[src/rtl/vga_scan_controller.sv]
// Raster scan timing generator: pixel divider, X/Y position counters, line/frame
// strobes, a frame counter and a GameTick pulse every TICK_FRAMES frames.
module vga_scan_controller #(
    parameter int DIV         = 2,
    parameter int H_TOTAL     = 800,
    parameter int V_TOTAL     = 525,
    parameter int TICK_FRAMES = 1
) (
    input  logic        Clock,
    input  logic        Reset,
    input  logic        Run,
    output logic [15:0] XAxis,
    output logic [15:0] YAxis,
    output logic        PixelTick,
    output logic        LineEnd,
    output logic        FrameStart,
    output logic        GameTick,
    output logic [15:0] FrameCount
);

    localparam logic [3:0]  DIV_LAST  = 4'(DIV - 1);
    localparam logic [15:0] H_LAST    = 16'(H_TOTAL - 1);
    localparam logic [15:0] V_LAST    = 16'(V_TOTAL - 1);
    localparam logic [15:0] TICK_LAST = 16'(TICK_FRAMES - 1);

    logic [3:0]  div_r;
    logic [15:0] x_r;
    logic [15:0] y_r;
    logic [15:0] tick_cnt_r;
    logic [15:0] frame_count_r;
    logic        line_end_r;
    logic        frame_start_r;
    logic        game_tick_r;

    logic        pixel_tick_s;
    logic        x_last_s;
    logic        y_last_s;
    logic        tick_last_s;
    logic        line_wrap_s;
    logic        frame_wrap_s;
    logic [3:0]  div_next_s;
    logic [15:0] x_next_s;
    logic [15:0] y_next_s;
    logic [15:0] tick_next_s;

    // Next-state decode; ">=" keeps the counters in range even if a bad value appears.
    always_comb begin
        pixel_tick_s = 1'b0;
        x_last_s     = (x_r >= H_LAST);
        y_last_s     = (y_r >= V_LAST);
        tick_last_s  = (tick_cnt_r >= TICK_LAST);
        div_next_s   = div_r;
        x_next_s     = x_r;
        y_next_s     = y_r;
        tick_next_s  = tick_cnt_r;

        if (Run && !Reset && (div_r == DIV_LAST)) begin
            pixel_tick_s = 1'b1;
        end else begin
            pixel_tick_s = 1'b0;
        end

        if (Run) begin
            if (div_r >= DIV_LAST) begin
                div_next_s = 4'd0;
            end else begin
                div_next_s = div_r + 4'd1;
            end
        end else begin
            div_next_s = div_r;
        end

        line_wrap_s  = pixel_tick_s && x_last_s;
        frame_wrap_s = line_wrap_s && y_last_s;

        if (pixel_tick_s) begin
            if (x_last_s) begin
                x_next_s = 16'd0;
            end else begin
                x_next_s = x_r + 16'd1;
            end
        end else begin
            x_next_s = x_r;
        end

        if (line_wrap_s) begin
            if (y_last_s) begin
                y_next_s = 16'd0;
            end else begin
                y_next_s = y_r + 16'd1;
            end
        end else begin
            y_next_s = y_r;
        end

        if (frame_wrap_s) begin
            if (tick_last_s) begin
                tick_next_s = 16'd0;
            end else begin
                tick_next_s = tick_cnt_r + 16'd1;
            end
        end else begin
            tick_next_s = tick_cnt_r;
        end
    end

    // Divider and scan position.
    always_ff @(posedge Clock) begin
        if (Reset) begin
            div_r <= 4'd0;
            x_r   <= 16'd0;
            y_r   <= 16'd0;
        end else begin
            div_r <= div_next_s;
            x_r   <= x_next_s;
            y_r   <= y_next_s;
        end
    end

    // Strobes are set on the wrapping edge so they coincide with the new (0,*) position.
    always_ff @(posedge Clock) begin
        if (Reset) begin
            line_end_r    <= 1'b0;
            frame_start_r <= 1'b0;
            game_tick_r   <= 1'b0;
            tick_cnt_r    <= 16'd0;
        end else begin
            line_end_r    <= line_wrap_s;
            frame_start_r <= frame_wrap_s;
            game_tick_r   <= frame_wrap_s && tick_last_s;
            tick_cnt_r    <= tick_next_s;
        end
    end

    // FrameCount lags FrameStart by one cycle.
    always_ff @(posedge Clock) begin
        if (Reset) begin
            frame_count_r <= 16'd0;
        end else if (frame_start_r) begin
            frame_count_r <= frame_count_r + 16'd1;
        end else begin
            frame_count_r <= frame_count_r;
        end
    end

    assign PixelTick  = pixel_tick_s;
    assign XAxis      = x_r;
    assign YAxis      = y_r;
    assign LineEnd    = line_end_r;
    assign FrameStart = frame_start_r;
    assign GameTick   = game_tick_r;
    assign FrameCount = frame_count_r;

endmodule

[config.mk]
export PLATFORM = sky130hd
export DESIGN_NAME = vga_scan_controller
export DESIGN_NICKNAME = d
export VERILOG_FILES = /design/src/rtl/vga_scan_controller.sv
export SDC_FILE = /design/constraint.sdc
export NUM_CORES = 1
export LEC_CHECK = 0
export CAP_MARGIN = 25
export CELL_PAD_IN_SITES_DETAIL_PLACEMENT = 0
export CELL_PAD_IN_SITES_GLOBAL_PLACEMENT = 1
export CORE_MARGIN = 1
export CORE_UTILIZATION = 40
export CTS_CLUSTER_DIAMETER = 80
export CTS_CLUSTER_SIZE = 28
export DETAILED_ROUTE_END_ITERATION = 7
export PLACE_DENSITY_LB_ADDON = 0.1
export SETUP_SLACK_MARGIN = 0.5
export SKIP_CTS_REPAIR_TIMING = 1
export SYNTH_ARGS = -nofsm -noshare
export SYNTH_HDL_FRONTEND = slang
export SYNTH_SLANG_ARGS = --single-unit
[constraint.sdc]
create_clock -name Clock -period 2.7 [get_ports Clock]
set_input_delay 0.405 -clock Clock [delete_from_list [all_inputs] [get_ports Clock]]
set_output_delay 0.405 -clock Clock [all_outputs]
set_load 0.03 [all_outputs]
== Yosys cells after proc, flatten, opt, wreduce, memory -nomap -nowiden ==
Cells that the tools add are included.

* Register bits after elaboration: 71
* Input port bits: 3
* Output and inout port bits: 52

* Add/sub/neg operators: 5
* Magnitude comparators: 4
* Equal/unequal tests: 1
* Multiplexer cells: 5
* Reduce and logical (&&, ||, !) cells: 6

{| class="wikitable"
|+ Operators with widths
! cell !! count
|-
| $add A16 B1 Y16 const B || 4
|-
| $mux W16 || 3
|-
| $ge A16 B10 Y1 const B || 2
|-
| $ge A16 B1 Y1 const B || 1
|-
| $logic_and A1 B1 Y1 || 5
|-
| $add A4 B1 Y4 const B || 1
|-
| $eq A4 B1 Y1 const B || 1
|-
| $ge A4 B1 Y1 const B || 1
|-
| $mux W4 || 1
|-
| $logic_not A1 Y1 || 1
|-
| $mux W1 || 1
|}

== Logic depth before layout (Yosys ltp) ==
Gate-level depths: netlist (run 1).

* Word-level depth: 7
* Depth in mapped cells: 8
* Mapped depth without buffers: 8

== Least setup slack after synthesis (run 1) ==
No wires, ideal clock.

* Path kind: input port to flip-flop
* From: input Run
* To: register y_r[3], in the netlist YAxis[3]
* Setup time: 96 ps
* Arrival time: 1,899 ps
* Data required time: 2,604 ps
* Slack: 705 ps
* Stages on the path: 7
* Path through: buf_2 nand4bb_2 nor2_2 o21ai_2 inv_1 nand2_4 o41ai_2

* Cells in the longest elaborated chain, start to end: 4

{| class="wikitable"
|+ RTL lines
! element !! line !! RTL
|-
| from (decl) || 11 || <nowiki>input logic Run,</nowiki>
|-
| $logic_and A1 B1 Y1 (2 in a row) || 57 || <nowiki>if (Run && !Reset && (div_r == DIV_LAST)) begin</nowiki>
|-
| $mux W1 || 57 ||
|-
| via PixelTick || 14 || <nowiki>output logic PixelTick,</nowiki>
|-
| $logic_and A1 B1 Y1 || 73 || <nowiki>line_wrap_s = pixel_tick_s && x_last_s;</nowiki>
|-
| to (signal assigned) || 116 || <nowiki>y_r <= y_next_s;</nowiki>
|-
| to (decl) || 28 || <nowiki>logic [15:0] y_r;</nowiki>
|}

The timed path passes the listed nets, and every way through them passes these cells.
A chain may end at the register's enable or synchronous reset.

== Worst setup path after layout (run 1) ==
* From: register div_r[0]
* To: register x_r[15], in the netlist XAxis[15]

* Cells in the longest elaborated chain, start to end: 3

{| class="wikitable"
|+ RTL lines
! element !! line !! RTL
|-
| from (decl) || 26 || <nowiki>logic [3:0] div_r;</nowiki>
|-
| from (signal assigned) || 114 || <nowiki>div_r <= div_next_s;</nowiki>
|-
| $eq A4 B1 Y1 || 57 ||
|-
| $logic_and A1 B1 Y1 || 57 ||
|-
| $mux W1 || 57 ||
|-
| to (signal assigned) || 115 || <nowiki>x_r <= x_next_s;</nowiki>
|-
| to (decl) || 27 || <nowiki>logic [15:0] x_r;</nowiki>
|}

Every way passes these cells.

==> results of run 1 <==
flip-flops by register name, indices dropped and copies added (netlist names):
register,cells
FrameCount,16
XAxis,16
YAxis,16
div_r,4
GameTick,1
LineEnd,1
stage by stage:
stage	util, %	area, um2
floorplan	-	2402
global placement	53.12	2997
detailed placement	53.12	2997
CTS	54.58	3079
global route	54.82	3093
finish	54.82	3093
layout make-up:
| type | instances | area share (%) |
|---|---|---|
| clock buffer | 5 | 2.225 |
| clock inverter | 2 | 0.4450 |
| inverter | 10 | 1.214 |
| multi-input combinational | 190 | 39.81 |
| sequential | 54 | 34.95 |
| tap | 72 | 2.913 |
| timing repair buffer | 58 | 18.45 |
worst max-delay path by stage:
stage | cells after the start | slack, ns | from | endpoint
floorplan | 7 | 0.71 | Run | YAxis[3]$_SDFFE_PP0P_
global placement | 6 | 0.33 | Run | XAxis[15]$_SDFFE_PP0N_
detailed placement | 6 | 0.19 | Run | XAxis[15]$_SDFFE_PP0N_
CTS | 7 | 0.48 | XAxis[0]$_SDFFE_PP0N_ | YAxis[8]$_SDFFE_PP0P_
global route | 5 | 0.50 | div_r[0]$_SDFFE_PP0P_ | PixelTick
finish | 6 | 0.62 | div_r[0]$_SDFFE_PP0P_ | XAxis[15]$_SDFFE_PP0N_
power breakdown:
group / switching [mW] / leakage (nW) / internal [mW]
registers: 0.00598 / 0.435 / 0.801
clock network: 0.251 / 0.0444 / 0.180
logic: 0.0415 / 0.633 / 0.0275
total: 0.298 / 1.11 / 1.01
critical path, delay by kind of cell, from the launching register on:
kind / cells / cell delay [ns]
adders and majority gates: 1 / 0.22
DFF: 1 / 0.42
AOI/OAI and AO/OA: 1 / 0.17
and+or+nand+nor: 4 / 1.20
cells by family after synthesis:
kind of cell	count (synthesis)	synth area share, %
and+or+nand+nor	126	27.81
DFF	54	45.00
AOI/OAI and AO/OA	32	10.11
xor gates and xnor gates	23	8.385
buffers and inverters	19	4.219
adders and majority gates	7	3.646
muxes	2	0.8334
cell usage in the layout (no fill, tap or decap), drive strengths merged, types with 2 or more instances in the layout:
| cell type | n |
|---|---|
| nand4 | 12 |
| inv | 11 |
| o31a | 2 |
| nor3b | 2 |
| xor2 | 12 |
| and3 | 10 |
| nor4 | 4 |
| nor2b | 3 |
| clkdlybuf4s50 | 52 |
| dfxtp | 54 |
| a21oi | 11 |
| nor3 | 7 |
| nand3 | 10 |
| nor2 | 39 |
| mux2i | 2 |
| o21ai | 4 |
| and4 | 2 |
| or3 | 4 |
| or2 | 2 |
| xnor2 | 11 |
| buf | 5 |
| ha | 7 |
| and2 | 3 |
| o32ai | 3 |
| clkbuf | 5 |
| nand2 | 22 |
| a31oi | 2 |
routing by layer:
metal	GRT usage (%)	up-vias	routed length, um
li1	-	1036	-
met2	28.63	42	2403
met4	3.273	0	24
met5	0	-	0
met3	4.114	2	234
met1	21.31	943	2377
==> run metrics, run 1 <==
iteration-0 DRC count of the detailed router 39; Hold Slack 0.4766 ns; Seq/Total Area, Yosys 45.00%; Peak VDD IR 334.6 uV; startpoint types flip-flop; Final WS setup 0.6196 ns; number of synthesized flops with an enable pin 0; Worst EP required 2.93 ns; register area ~1100 um2; r2r endpoint XAxis[15]$_SDFFE_PP0N_; Slew headroom 60.63%; Starting Density 42.58%; hold depth 2; Residual DRC 0; CP Max Fanout 6; endpoints failing hold 0; area of the multi-input gates 1231 um2; Place WS roughly 0.19 ns; Final Max Slew Viols 0; Fmax roughly 0.48 GHz; top cells by area, synth dfxtp_1, nor2_1, xor2_1; Static Leak around 1.1 nW; top-count cell post-synth dfxtp_1; Clock Skew 0.01403 ns; crit path DAT about 2.3 ns; total inserted antenna cells 0; leading area contributor after synthesis dfxtp_1; Pre-antenna DRT Iters 4; share of cells above drive strength 1 8.464%; period utilization roughly 77%; Avg Vias per Cell about 5.2; hold path start Run; synth unique cells 51; CTS tree yes; clk slew on worst S/H paths 0.10 ns; hold path endpoint div_r[3]$_SDFFE_PP0P_; first-pass GRT wire length about 8.5 mm; Commonest cells post-synth dfxtp_1, nor2_1, nand2_1, nand4_1, xor2_1; Core Area between 5000 and 6000 um2; WL final 5.040 mm; Power Density 422.3 nW/um2; DRT antenna net count 0; Post-Layout Cell Count 391; die area 6319 um2; Synth Register Bits 54; outcome completed; Worst setup EP type flip-flop; Post-Syn Area 2402 um2; Slowest-stage cell, CP nor4_1; Synth Warn # 0; Max Cap Violations 0; vias in the first global route 1,893; reg2reg start div_r[0]$_SDFFE_PP0P_; CTS buffer count 5; setup tns final 0 ns; hpwl dp 3.610 mm; reg2reg path depth 6; Mean Syn Cell Area 9.134 um2; dpl cells 384; routability cong. 0.7711; RSZ-0062 raised after global routing false; Power Total 1.306 mW; Fill cells 529; Setup CP Type flip-flop to flip-flop; hold crit path type input pin to flip-flop; Total GRT Usage 16.77%; Sink Count 54; Max Buffers Root-to-Sink 2; Port Buffers 54; Cells after Synth 263; critical-path cell list ha_1 -> nand4bb_2 -> nor4_1 -> and2b_1 -> a31o_2 -> nor2b_1; syn nets 273; htree depth 2; reg-to-reg slack, setup about 0.62 ns; vias 2,023; Crit path largest cell delay 0.58 ns; Site Rows 27; Yosys top cell area share 45.00%; Die Ht 79.50 um; area growth from synthesis to layout 28.75%; Die X 79.50 um; Post-synth ARST share 0%; CTS root buffer clkbuf_8; Min Clock Period, post-route 2.080 ns; global route overflow 0; clk_lat worst skew 0.30 ns; WL per Instance 12.89 um; initial antenna violation count 0; io pins 55; final setup fails 0; largest net degree at the start of global routing 21; Post-synth top flop dfxtp_1; Slew @ Worst Pin 0.5851 ns; Layout Nets 329
Power figures use the tool's default switching activity.
==> run 2: changes to the inputs <==
CORE_UTILIZATION = 33   (was 40)
clock period = 1.91 ns   (was 2.7 ns; I/O delays follow)
==> run metrics, run 2 (synthesized netlist as in run 1, its figures left out) <==
htree depth 2; Fill cells 640; Starting Density 34.78%; CTS root buffer clkbuf_8; commonest non-fill, non-tap cells in the layout dlymetal6s2s_1, nor2_1, dfxtp_1; final instance area about 3900 um2; hold depth 1; Die X roughly 87 um; Max Buffers Root-to-Sink 2; r2r endpoint YAxis[5]$_SDFFE_PP0P_; setup tns final 0 ns; crit path DAT 2.03 ns; CP Max Fanout 7; Total GRT Usage between 15 and 20%; hold path start div_r[3]$_SDFFE_PP0P_; Fmax 0.5499 GHz; area growth from synthesis to layout 63.18%; largest net degree at the start of global routing 20; Max Cap Violations 0; Slew @ Worst Pin 0.3595 ns; Power Density 539.9 nW/um2; Worst setup EP type flip-flop; reg2reg start YAxis[5]$_SDFFE_PP0P_; Die Ht 87.32 um; hold path endpoint div_r[3]$_SDFFE_PP0P_; Layout Nets 360; iteration-0 DRC count of the detailed router 35; Slew headroom 75.99%; Residual DRC 0; reg-to-reg slack, setup 0.09 ns; Min Clock Period, post-route 1.819 ns; global route overflow 0; io pins between 50 and 60; startpoint types flip-flop; die area 7625 um2; sequential share of power 53.6%; Sink Count 54; RSZ-0062 raised after global routing true; DRT antenna net count 0; outcome completed; Static Leak between 2 and 2.5 nW; Clock Power Share 37.5%; first-pass GRT wire length approximately 9 mm; P_int roughly 1.6 mW; share of cells above drive strength 1 37.32%; endpoints failing hold 0; total inserted antenna cells 0; Net Sw Frac a little under a quarter; initial antenna violation count 0; clk_lat worst skew 0.31 ns; Cell Area, Placed 3263 um2; Site Rows 30; Net Sw Power 506.1 uW; CTS buffer count 5; Clock Skew 0.008016 ns; Worst EP required 2.13 ns; period utilization a little over nine tenths; combinational power share 8.9%; vias 2,201; WL per Instance approximately 13 um; Final Max Slew Viols 0; CTS tree yes; vias in the first global route 1,910; Pre-antenna DRT Iters 4; Core Area 6907 um2; WL final approximately 6 mm; routability cong. ~0.76; Peak VDD IR 356.5 uV; share of the core filled with cells 56.76%; Setup CP Type flip-flop to flip-flop; Avg Vias per Cell slightly below 5; Port Buffers 54; final setup fails 0; hold crit path type flip-flop to flip-flop; reg2reg path depth 5; hpwl dp 3.954 mm; clk slew on worst S/H paths 0.10 ns; commonest non-fill, non-tap cell in the layout dlymetal6s2s_1
-- run 2: how the worst max path moves through the flow --
stage	cells past startpoint	slack, ns	to	start
floorplan	5	0.12	YAxis[3]$_SDFFE_PP0P_	YAxis[4]$_SDFFE_PP0P_
global placement	7	0.06	XAxis[12]$_SDFFE_PP0N_	Run
detailed placement	7	0.06	XAxis[15]$_SDFFE_PP0N_	Run
CTS	5	0.07	YAxis[3]$_SDFFE_PP0P_	YAxis[4]$_SDFFE_PP0P_
global route	5	0.02	YAxis[6]$_SDFFE_PP0P_	YAxis[5]$_SDFFE_PP0P_
finish	5	0.09	YAxis[5]$_SDFFE_PP0P_	YAxis[5]$_SDFFE_PP0P_
-- run 2: area by class of cell --
| type | count | area, um2 | share of cell area [%] |
|---|---|---|---|
| Sequential cell | 54 | 1135 | 28.95 |
| Timing Repair Buffer | 89 | 979.7 | 24.99 |
| Tap cell | 96 | 120.1 | 3.064 |
| Multi-Input combinational cell | 190 | 1533 | 39.10 |
| Clock buffer | 5 | 68.82 | 1.756 |
| Inverter | 10 | 40.04 | 1.021 |
| Clock inverter | 3 | 43.79 | 1.117 |
-- run 2: routing by layer --
layer | wire (um) | track usage [%]
met3 | 231 | 3.507
met1 | 2853 | 20.48
met2 | 2885 | 24.08
met5 | 0 | 0
met4 | 59 | 4.471
-- run 2: stage by stage --
step           power (mW)  hold WS, ns  setup slack (ns)  cells
2_1_floorplan       1.255       0.4686            0.1169    263
3_3_place_gp        1.293       0.4664           0.05618    419
3_5_place_dp        1.296       0.4825           0.06074    419
4_1_cts             2.101       0.4994           0.06713    427
5_1_grt             2.192       0.5148           0.01983    447
6_report            2.116       0.5044           0.09140    447
-- run 2: power by group through the flow --
stage | logic (mW) | registers (mW) | clock network [mW]
2_1_floorplan | 0.0926 | 1.16 | 0
3_3_place_gp | 0.132 | 1.16 | 0
3_5_place_dp | 0.135 | 1.16 | 0
4_1_cts | 0.135 | 1.14 | 0.831
5_1_grt | 0.202 | 1.14 | 0.853
6_report | 0.188 | 1.13 | 0.794
-- run 2: worst max-delay path: stages, from the launching register on --
cell     delay [ns]
dfxtp_2        0.33
or4_4          0.52
o31a_4         0.38
nor2_8         0.20
a21oi_1        0.09
o32ai_1        0.21
